--- config.mk ---
export PLATFORM = sky130hd
export DESIGN_NAME = boot_segment_loader
export DESIGN_NICKNAME = d
export VERILOG_FILES = /design/src/rtl/boot_pkg.sv /design/src/rtl/boot_desc_fifo.sv /design/src/rtl/boot_segment_loader.sv
export SDC_FILE = /design/constraint.sdc
export NUM_CORES = 1
export LEC_CHECK = 0
export BUFFER_PORTS_ARGS = -buffer_cell sky130_fd_sc_hd__buf_2
export CORE_ASPECT_RATIO = 1.1
export CORE_MARGIN = 4
export CORE_UTILIZATION = 50
export DETAILED_ROUTE_END_ITERATION = 10
export PLACE_DENSITY_LB_ADDON = 0.25
export SETUP_SLACK_MARGIN = 0.15
export SKIP_LAST_GASP = 1
export SLEW_MARGIN = 20
export SYNTH_ARGS = -nofsm -noshare
export SYNTH_HDL_FRONTEND = slang
export SYNTH_SLANG_ARGS = --single-unit
export TNS_END_PERCENT = 5
--- constraint.sdc ---
create_clock -name clk -period 3.6 [get_ports clk]
set_input_delay 0.36 -clock clk [delete_from_list [all_inputs] [get_ports clk]]
set_output_delay 0.36 -clock clk [all_outputs]
set_load 0.01 [all_outputs]
--- src/rtl/boot_pkg.sv ---
// Shared types and default sizing for the boot segment loader.
// No logic here; latency not applicable.
// No backpressure; types only.
package boot_pkg;

  typedef enum logic [1:0] {
    ST_IDLE   = 2'd0,
    ST_LOAD   = 2'd1,
    ST_STREAM = 2'd2,
    ST_DONE   = 2'd3
  } boot_state_t;

  localparam int DEF_ADDR_W = 8;
  localparam int DEF_LEN_W  = 32;
  localparam int DEF_DEPTH  = 4;

  // Width of one packed descriptor {addr, len}.
  function automatic int desc_w(input int addr_w, input int len_w);
    return addr_w + len_w;
  endfunction

endpackage

--- src/rtl/boot_desc_fifo.sv ---
// Circular descriptor queue with wrapping read/write pointers and sticky overflow flag.
// Push visible in count one cycle later; head is read combinationally.
// A push while full is dropped (sets ovf) unless a pop happens in the same cycle.
module boot_desc_fifo
  import boot_pkg::*;
#(
  parameter int DEPTH = DEF_DEPTH,
  parameter int W     = DEF_ADDR_W + DEF_LEN_W
) (
  input  logic                   clk,
  input  logic                   clr_n,
  input  logic                   clr,
  input  logic                   push,
  input  logic                   pop,
  input  logic [W-1:0]           din,
  output logic [W-1:0]           dout,
  output logic [$clog2(DEPTH):0] count,
  output logic                   full,
  output logic                   empty,
  output logic                   ovf
);

  localparam int PTR_W = $clog2(DEPTH);
  localparam int CNT_W = PTR_W + 1;

  logic [W-1:0]     mem_q [DEPTH];
  logic [W-1:0]     mem_d [DEPTH];
  logic [PTR_W-1:0] wr_ptr_q, wr_ptr_d;
  logic [PTR_W-1:0] rd_ptr_q, rd_ptr_d;
  logic [CNT_W-1:0] count_q, count_d;
  logic             ovf_q, ovf_d;
  logic             push_ok, pop_ok;

  assign full  = (count_q == CNT_W'(DEPTH));
  assign empty = (count_q == '0);
  assign count = count_q;
  assign dout  = mem_q[rd_ptr_q];
  assign ovf   = ovf_q;

  // Next-state: a full queue still accepts a push when the head leaves in the same cycle.
  always_comb begin
    mem_d    = mem_q;
    wr_ptr_d = wr_ptr_q;
    rd_ptr_d = rd_ptr_q;
    count_d  = count_q;
    ovf_d    = ovf_q;
    pop_ok   = pop && !empty;
    push_ok  = push && (!full || pop_ok);
    if (push_ok) begin
      mem_d[wr_ptr_q] = din;
      wr_ptr_d        = wr_ptr_q + PTR_W'(1);
    end
    if (pop_ok) begin
      rd_ptr_d = rd_ptr_q + PTR_W'(1);
    end
    if (push && !push_ok) begin
      ovf_d = 1'b1;
    end
    case ({push_ok, pop_ok})
      2'b10:   count_d = count_q + CNT_W'(1);
      2'b01:   count_d = count_q - CNT_W'(1);
      default: count_d = count_q;
    endcase
    if (clr) begin
      mem_d    = mem_q;
      wr_ptr_d = '0;
      rd_ptr_d = '0;
      count_d  = '0;
      ovf_d    = 1'b0;
    end
  end

  // State registers; storage contents are don't-care after a flush.
  always_ff @(posedge clk or negedge clr_n) begin
    if (!clr_n) begin
      for (int i = 0; i < DEPTH; i++) mem_q[i] <= '0;
      wr_ptr_q <= '0;
      rd_ptr_q <= '0;
      count_q  <= '0;
      ovf_q    <= 1'b0;
    end else begin
      mem_q    <= mem_d;
      wr_ptr_q <= wr_ptr_d;
      rd_ptr_q <= rd_ptr_d;
      count_q  <= count_d;
      ovf_q    <= ovf_d;
    end
  end

endmodule

--- src/rtl/boot_segment_loader.sv ---
// Drains queued {addr,len} descriptors into per-segment beat streams.
// First beat_valid two cycles after start (IDLE->LOAD->STREAM); zero-length segments are skipped.
// beat_addr/beat_idx hold while beat_valid && !beat_ready; pushes accepted in every state.
module boot_segment_loader
  import boot_pkg::*;
#(
  parameter int ADDR_W = DEF_ADDR_W,
  parameter int LEN_W  = DEF_LEN_W,
  parameter int DEPTH  = DEF_DEPTH
) (
  input  logic                   clk,
  input  logic                   clr_n,
  input  logic                   clr,
  input  logic                   wr_en,
  input  logic [ADDR_W-1:0]      addr_i,
  input  logic [LEN_W-1:0]       len_i,
  input  logic                   start,
  input  logic                   beat_ready,
  output logic                   beat_valid,
  output logic [ADDR_W-1:0]      beat_addr,
  output logic [LEN_W-1:0]       beat_idx,
  output logic                   beat_last,
  output logic [$clog2(DEPTH):0] count,
  output logic                   full,
  output logic                   empty,
  output logic                   busy,
  output logic                   done,
  output logic                   err,
  output logic                   ovf
);

  localparam int DW    = desc_w(ADDR_W, LEN_W);
  localparam int CNT_W = $clog2(DEPTH) + 1;

  boot_state_t       state_q, state_d;
  logic [ADDR_W-1:0] cur_addr_q, cur_addr_d;
  logic [LEN_W-1:0]  cur_len_q, cur_len_d;
  logic [LEN_W-1:0]  idx_q, idx_d;
  logic              vld_q, vld_d;
  logic              last_q, last_d;
  logic              done_q, done_d;
  logic              err_q, err_d;
  logic              busy_q, busy_d;
  logic              pop;
  logic [DW-1:0]     head;
  logic [ADDR_W-1:0] head_addr;
  logic [LEN_W-1:0]  head_len;

  assign head_addr = head[DW-1:LEN_W];
  assign head_len  = head[LEN_W-1:0];

  boot_desc_fifo #(
    .DEPTH(DEPTH),
    .W    (DW)
  ) u_fifo (
    .clk  (clk),
    .clr_n(clr_n),
    .clr  (clr),
    .push (wr_en),
    .pop  (pop),
    .din  ({addr_i, len_i}),
    .dout (head),
    .count(count),
    .full (full),
    .empty(empty),
    .ovf  (ovf)
  );

  assign beat_valid = vld_q;
  assign beat_addr  = cur_addr_q;
  assign beat_idx   = idx_q;
  assign beat_last  = last_q;
  assign busy       = busy_q;
  assign done       = done_q;
  assign err        = err_q;

  // Sequencer next-state: beat_last is precomputed so it is registered alongside beat_idx.
  always_comb begin
    state_d    = state_q;
    cur_addr_d = cur_addr_q;
    cur_len_d  = cur_len_q;
    idx_d      = idx_q;
    vld_d      = vld_q;
    last_d     = last_q;
    err_d      = 1'b0;
    pop        = 1'b0;
    case (state_q)
      ST_IDLE: begin
        if (start) begin
          if (empty) err_d   = 1'b1;
          else       state_d = ST_LOAD;
        end
      end
      ST_LOAD: begin
        pop        = 1'b1;
        cur_addr_d = head_addr;
        cur_len_d  = head_len;
        idx_d      = '0;
        if (head_len == '0) begin
          // Head leaves this cycle, so more work remains only if something is behind it.
          state_d = (count > CNT_W'(1)) ? ST_LOAD : ST_DONE;
        end else begin
          state_d = ST_STREAM;
          vld_d   = 1'b1;
          last_d  = (head_len == LEN_W'(1));
        end
      end
      ST_STREAM: begin
        if (vld_q && beat_ready) begin
          if (last_q) begin
            vld_d   = 1'b0;
            last_d  = 1'b0;
            state_d = empty ? ST_DONE : ST_LOAD;
          end else begin
            // idx_q <= cur_len-2 here, so idx+2 never wraps.
            idx_d  = idx_q + LEN_W'(1);
            last_d = ((idx_q + LEN_W'(2)) == cur_len_q);
          end
        end
      end
      default: begin
        state_d = ST_IDLE;
      end
    endcase
    if (clr) begin
      state_d    = ST_IDLE;
      cur_addr_d = '0;
      cur_len_d  = '0;
      idx_d      = '0;
      vld_d      = 1'b0;
      last_d     = 1'b0;
      err_d      = 1'b0;
      pop        = 1'b0;
    end
    done_d = (state_d == ST_DONE);
    busy_d = (state_d != ST_IDLE);
  end

  // Sequencer state and registered outputs.
  always_ff @(posedge clk or negedge clr_n) begin
    if (!clr_n) begin
      state_q    <= ST_IDLE;
      cur_addr_q <= '0;
      cur_len_q  <= '0;
      idx_q      <= '0;
      vld_q      <= 1'b0;
      last_q     <= 1'b0;
      done_q     <= 1'b0;
      err_q      <= 1'b0;
      busy_q     <= 1'b0;
    end else begin
      state_q    <= state_d;
      cur_addr_q <= cur_addr_d;
      cur_len_q  <= cur_len_d;
      idx_q      <= idx_d;
      vld_q      <= vld_d;
      last_q     <= last_d;
      done_q     <= done_d;
      err_q      <= err_d;
      busy_q     <= busy_d;
    end
  end

endmodule

After elaboration in Yosys (flattened, before gate mapping)

Cells that the tools add are included.

Register bits after elaboration: 247
Bits in latches: 0
RAM bits: 0
ROM bits: 0
Input bits: 46
Output and inout bits: 51
Word-level logic and storage cells: 112
Memories kept: 0

Add/subtract/negate cells: 6
Multipliers: 0
Divide/modulo/power cells: 0
Order comparisons: 4
Equal/unequal tests: 12
Shift-type cells: 0
Muxes and demuxes: 47
Bitwise operators: 3
Reduce and logical (&&, ||, !) cells: 23

Operators by type and width:

| cell                  | count |
|---|---|
| $bwmux 160            | 1 |
| $mux 32               | 5 |
| $mux 40               | 3 |
| $bmux 40 s2           | 1 |
| $demux 40 s2          | 1 |
| $pmux 32 s2           | 1 |
| $add 32x1->32 const B | 1 |
| $add 32x2->32 const B | 1 |
| $eq 32x1->1 const B   | 1 |
| $eq 32x32->1          | 1 |
| $logic_not 32->1      | 1 |
| $mux 2                | 12 |
| $mux 1                | 16 |
| $mux 8                | 2 |
| $ne 3x3->1 const B    | 4 |
| $reduce_bool 2->1     | 5 |
| $eq 2x2->1 const B    | 3 |
| $ge 3x3->1 const B    | 2 |
| $not 2->3             | 2 |
| $pmux 2 s3            | 1 |
| $pmux 3 s2            | 1 |
| $reduce_and 3->1      | 2 |
| $reduce_bool 3->1     | 2 |
| $logic_and 1x1->1     | 5 |
| 16 further kinds      | 21 |

Longest topological paths before layout

Depth after elaboration: 10
Mapped depth: 9
Mapped depth without buffers: 8

Modules after synthesis

Synthesis repeated with hierarchy kept, for this count alone.

Cells, all modules: 1013
Area, all modules: 13092.6 µm²

Modules (own cells, without submodules):

| module              | times used | cells each | area an instance (µm²) |
|---|---|---|---|
| boot_desc_fifo      | 1          | 451        | 8333.0 |
| boot_segment_loader | 1          | 562        | 4759.6 |

Worst setup path after synthesis

No wires, ideal clock.

Path type: register -> register
Start point: register idx_q[1], in the netlist beat_idx[1]
End point: register last_q, in the netlist beat_last
Library setup time: 77 ps
Arrival: 2469 ps
Data required time: 3523 ps
Slack: 1054 ps
Cell stages (with the launch flop): 9
Buffers on the path: 0
Period minus slack after synthesis: 2546 ps
Cell sequence: dfrtp_1 > ha_1 > nand2_1 > or4_4 > or4_1 > o2bb2ai_1 > nor4b_2 > nand4_1 > a21oi_1

Longest elaborated chain between the ends: 6

Ends and longest elaborated chain:

| what                     | line                       | text |
|---|---|---|
| start: declaration       | boot_segment_loader.sv:38  | `logic [LEN_W-1:0] idx_q, idx_d;` |
| start signal: assignment | boot_segment_loader.sv:155 | `idx_q <= idx_d;` |
| $add 32x2->32            | boot_segment_loader.sv:117 | `last_d = ((idx_q + LEN_W'(2)) == cur_len_q);` |
| $eq 32x32->1             | boot_segment_loader.sv:117 |  |
| $mux 1                   | boot_segment_loader.sv:110 | `if (last_q) begin` |
| $mux 1                   | boot_segment_loader.sv:109 | `if (vld_q && beat_ready) begin` |
| $pmux 1 s2               | boot_segment_loader.sv:87  | `case (state_q)` |
| $mux 1                   | boot_segment_loader.sv:125 | `if (clr) begin` |
| end signal: assignment   | boot_segment_loader.sv:157 | `last_q <= last_d;` |
| end: declaration         | boot_segment_loader.sv:40  | `logic last_q, last_d;` |

No other way between the ends. The select of a mux whose other input is x is not followed.
A chain may end at the register's enable or synchronous reset.

Final worst setup path

Ends and elaborated chain as after synthesis.

==> qor.yml <==
outcome:
  status: "finished clean"
timing:
  setup_viol: 0
  skew_ps: 10.5
  rsz0062_at_grt: "false"
  fin_crit_sh_pct: 78.6
  fmax_ghz: 0.353
  fin_tns_setup_ps: 0
  relSlewSlack_pct: 43.8
  final_hold_viol_count: 0
  slew_viol_final: 0
  worst_slew_pin_slew_ps: 842
  period_needed_ps: 2830
power_and_ir_drop:
  netSwitchingPower_uw: 2110
  seqPwrFrac_pct: 47.2
  p_sw_share_pct: 26.3
  power_density_mw_per_mm2: 580
  peakVddDrop_uv: 472
  pwr-share-comb_pct: 18.9
  p_clk_share_pct: 33.9
  p_leak_uw: 0.00601
  intPower_uw: 5910
die:
  dieArea_sq_mm: 0.0269
  die_x_um: 157
  start_util_pct: 51.1
  io_pins: 97
  fp.dieH_um: 171
  rows: 59
  coreArea_sq_mm: 0.0238
cts:
  cts-root-buf: "clkbuf_16"
  postCtsSetupRepairBufs: 0
  cts_tree: "built"
  clockBufferDepth: 3
  cts-htree-levels: 1
  ctsResizeCount: 0
  cts_hold_buffers: 1
  clk_pin_slew_ps: 60
  cts_sinks: 247
  cts-buffers-inserted: 27
  insertion_delay_ps: 540
routing:
  vias_per_cell: 5.88
  dr.first_iter.drc_count: 470
  vias: 8455
  first_pass_iters: 5
  drt-wirelength-per-cell_um: 19.8
  drtAntennaViolNets: 0
  drc_errors: 0
  drt-total-wl_mm: 28.5
cells_and_area:
  layout-drive-gt1-share_pct: 33.2
  regArea_sq_mm: 0.00618
  nFillCells: 2008
  final_common_cell: "dfrtp_1"
  fin_cells: 1439
  layout_common_cells: "245 x dfrtp_1, 160 x mux2_2, 124 x nand2_1, 95 x buf_2, 62 x a21oi_1"
  diodes: 0
  multi_input_area_sq_mm: 0.00562
  fin_util_pct: 58.1
  area_delta_synth_final_pct: 13.7
  nets: 1170
synthesis:
  syn_area_sq_mm: 0.0122
  synthCells: 1032
  synth-edff-count: 0
  yosysWarningCount: 0
  ys_ff_latch: 247
  synth_cell_type_count: 64
  syn-num-nets: 1088
  yosys_most_used_dff: "dfrtp_1"
  syn_area_per_cell_sq_um: 11.8
  ys_seq_area_share_pct: 50.9
  synthArstFlopShare_pct: 100
global_routing:
  grt_pass1_vias: 8557
  grtUsageTotal_pct: 21.6
  gr-total-overflow: 0
  grt_max_degree: 110
  grt_pass1_wl_mm: 46.8
  antenna_found_initial: 1
critical_path:
  start_kind: "flip-flop"
  worstPathMaxFanout: 11
  required_ps: 4070
  cp_data_arrival_time_ps: 3300
  timing_worst_setup_path_type: "reg -> reg"
  end_kind: "flip-flop"
min_path:
  hold_path_class: "in -> reg"
placed_design:
  hpwl_mm: 19.8
  gp_congestion: 0.921
  dp_cells: 1389
  io_buffers: 96
flow_run:
  drv_cap: 0
critical path, cell delays in order (launching register included):
cell and delay [ps]:
dfrtp_1 470, ha_1 300, nand2_1 160, or4_4 630
or4_1 540, o2bb2ai_1 150, nor4b_2 250, nand4_1 110
a21oi_1 150
final timing paths:
check	from	end	slack [ps]	cells after the start
setup / recovery	beat_idx[1]$_DFFE_PN0P_	beat_last$_DFFE_PN0P_	770	8
hold reg to reg	u_fifo.mem_q[59]$_DFFE_PN0P_	u_fifo.mem_q[59]$_DFFE_PN0P_	500	1
min in group asynchronous	clr_n	beat_idx[3]$_DFFE_PN0P_	440	2
setup reg to reg	beat_idx[1]$_DFFE_PN0P_	beat_last$_DFFE_PN0P_	770	8
hold / removal	len_i[29]	u_fifo.mem_q[29]$_DFFE_PN0P_	90	2
max in group asynchronous	clr_n	u_fifo.mem_q[47]$_DFFE_PN0P_	2270	3
through the flow:
| step | hold WS [ps] | setup WS (ps) | cell area (sq um) | power (uW) |
|---|---|---|---|---|
| final | 94.2 | 770 | 13800 | 8020 |
| after global routing | 82.6 | 504 | 13800 | 8420 |
| after CTS | 72.0 | 772 | 13800 | 8090 |
| after detailed placement | 459 | 777 | 12900 | 5360 |
| after global placement | 454 | 868 | 12900 | 5280 |
| after floorplan | 64.4 | 1050 | 12200 | 4860 |
cells in the mapped netlist, types with 3 or more instances:
library cell | number | area, sq um
a21oi_1 | 62 | 310
a31oi_1 | 11 | 68.8
and2_1 | 4 | 25.0
buf_1 | 3 | 11.3
buf_2 | 18 | 90.1
clkbuf_1 | 36 | 135
clkbuf_8 | 3 | 41.3
dfrtp_1 | 247 | 6180
ha_1 | 10 | 125
inv_1 | 10 | 37.5
mux2_2 | 160 | 1800
mux4_2 | 40 | 901
nand2_1 | 128 | 480
nand2b_1 | 5 | 31.3
nand3_1 | 21 | 105
nand4_1 | 23 | 144
nor2_1 | 50 | 188
nor2b_1 | 4 | 25.0
nor3_1 | 19 | 95.1
nor3b_1 | 3 | 22.5
nor4_1 | 22 | 138
o211ai_1 | 3 | 22.5
o21a_1 | 4 | 30.0
o21ai_0 | 33 | 165
o22ai_1 | 4 | 25.0
o311ai_0 | 3 | 26.3
o31ai_1 | 5 | 37.5
or2_2 | 3 | 18.8
or4_1 | 4 | 30.0
xnor2_1 | 37 | 324
xor2_1 | 15 | 131
power by group through the flow:
| stage | Clock, uW | Sequential [uW] | Combinational (uW) |
|---|---|---|---|
| detailed placement | 0 | 3830 | 1530 |
| floorplan | 0 | 3710 | 1150 |
| CTS | 2780 | 3780 | 1540 |
| finish | 2710 | 3780 | 1520 |
| global route | 2890 | 3860 | 1670 |
| global placement | 0 | 3800 | 1480 |
layout make-up:
| cell class | count | area share [%] |
|---|---|---|
| flip-flops and latches | 247 | 44.8 |
| multi-input cells | 709 | 40.7 |
| clock buffers | 39 | 5.43 |
| repair buffers | 119 | 5.18 |
| well taps | 305 | 2.76 |
| clock inverters | 10 | 0.897 |
| inverters | 10 | 0.272 |
flip-flops by register name, indices dropped and copies added (netlist names):
| name | count |
|---|---|
| u_fifo.wr_ptr_q | 2 |
| u_fifo.mem_q | 160 |
| u_fifo.count | 3 |
| u_fifo.ovf | 1 |
| done | 1 |
| cur_len_q | 32 |
| busy | 1 |
| beat_addr | 8 |
| beat_idx | 32 |
| state_q | 2 |
| u_fifo.rd_ptr_q | 2 |
| beat_last | 1 |
| beat_valid | 1 |
| err | 1 |
metal layers:
layer / GRT usage [%] / routed length, um / up-vias
met4: 6.34 / 767 / 2
met2: 35.8 / 13900 / 209
li1: - / - / 3907
met3: 3.20 / 1420 / 55
met5: 0 / 13 / -
met1: 29.9 / 12400 / 4282
cell families (layout without fill, tap and decap cells):
| kind of cell | count (synthesis) | in the layout | synth area share (%) |
|---|---|---|---|
| mux | 202 | 202 | 22.4 |
| compound gates | 141 | 141 | 6.78 |
| flops | 247 | 247 | 50.9 |
| fa+ha+maj | 10 | 10 | 1.03 |
| simple gates | 304 | 304 | 12.1 |
| xor+xnor | 52 | 52 | 3.75 |
| buf+inv | 76 | 178 | 3.03 |
Note: power is estimated with default switching activity, not from simulation.
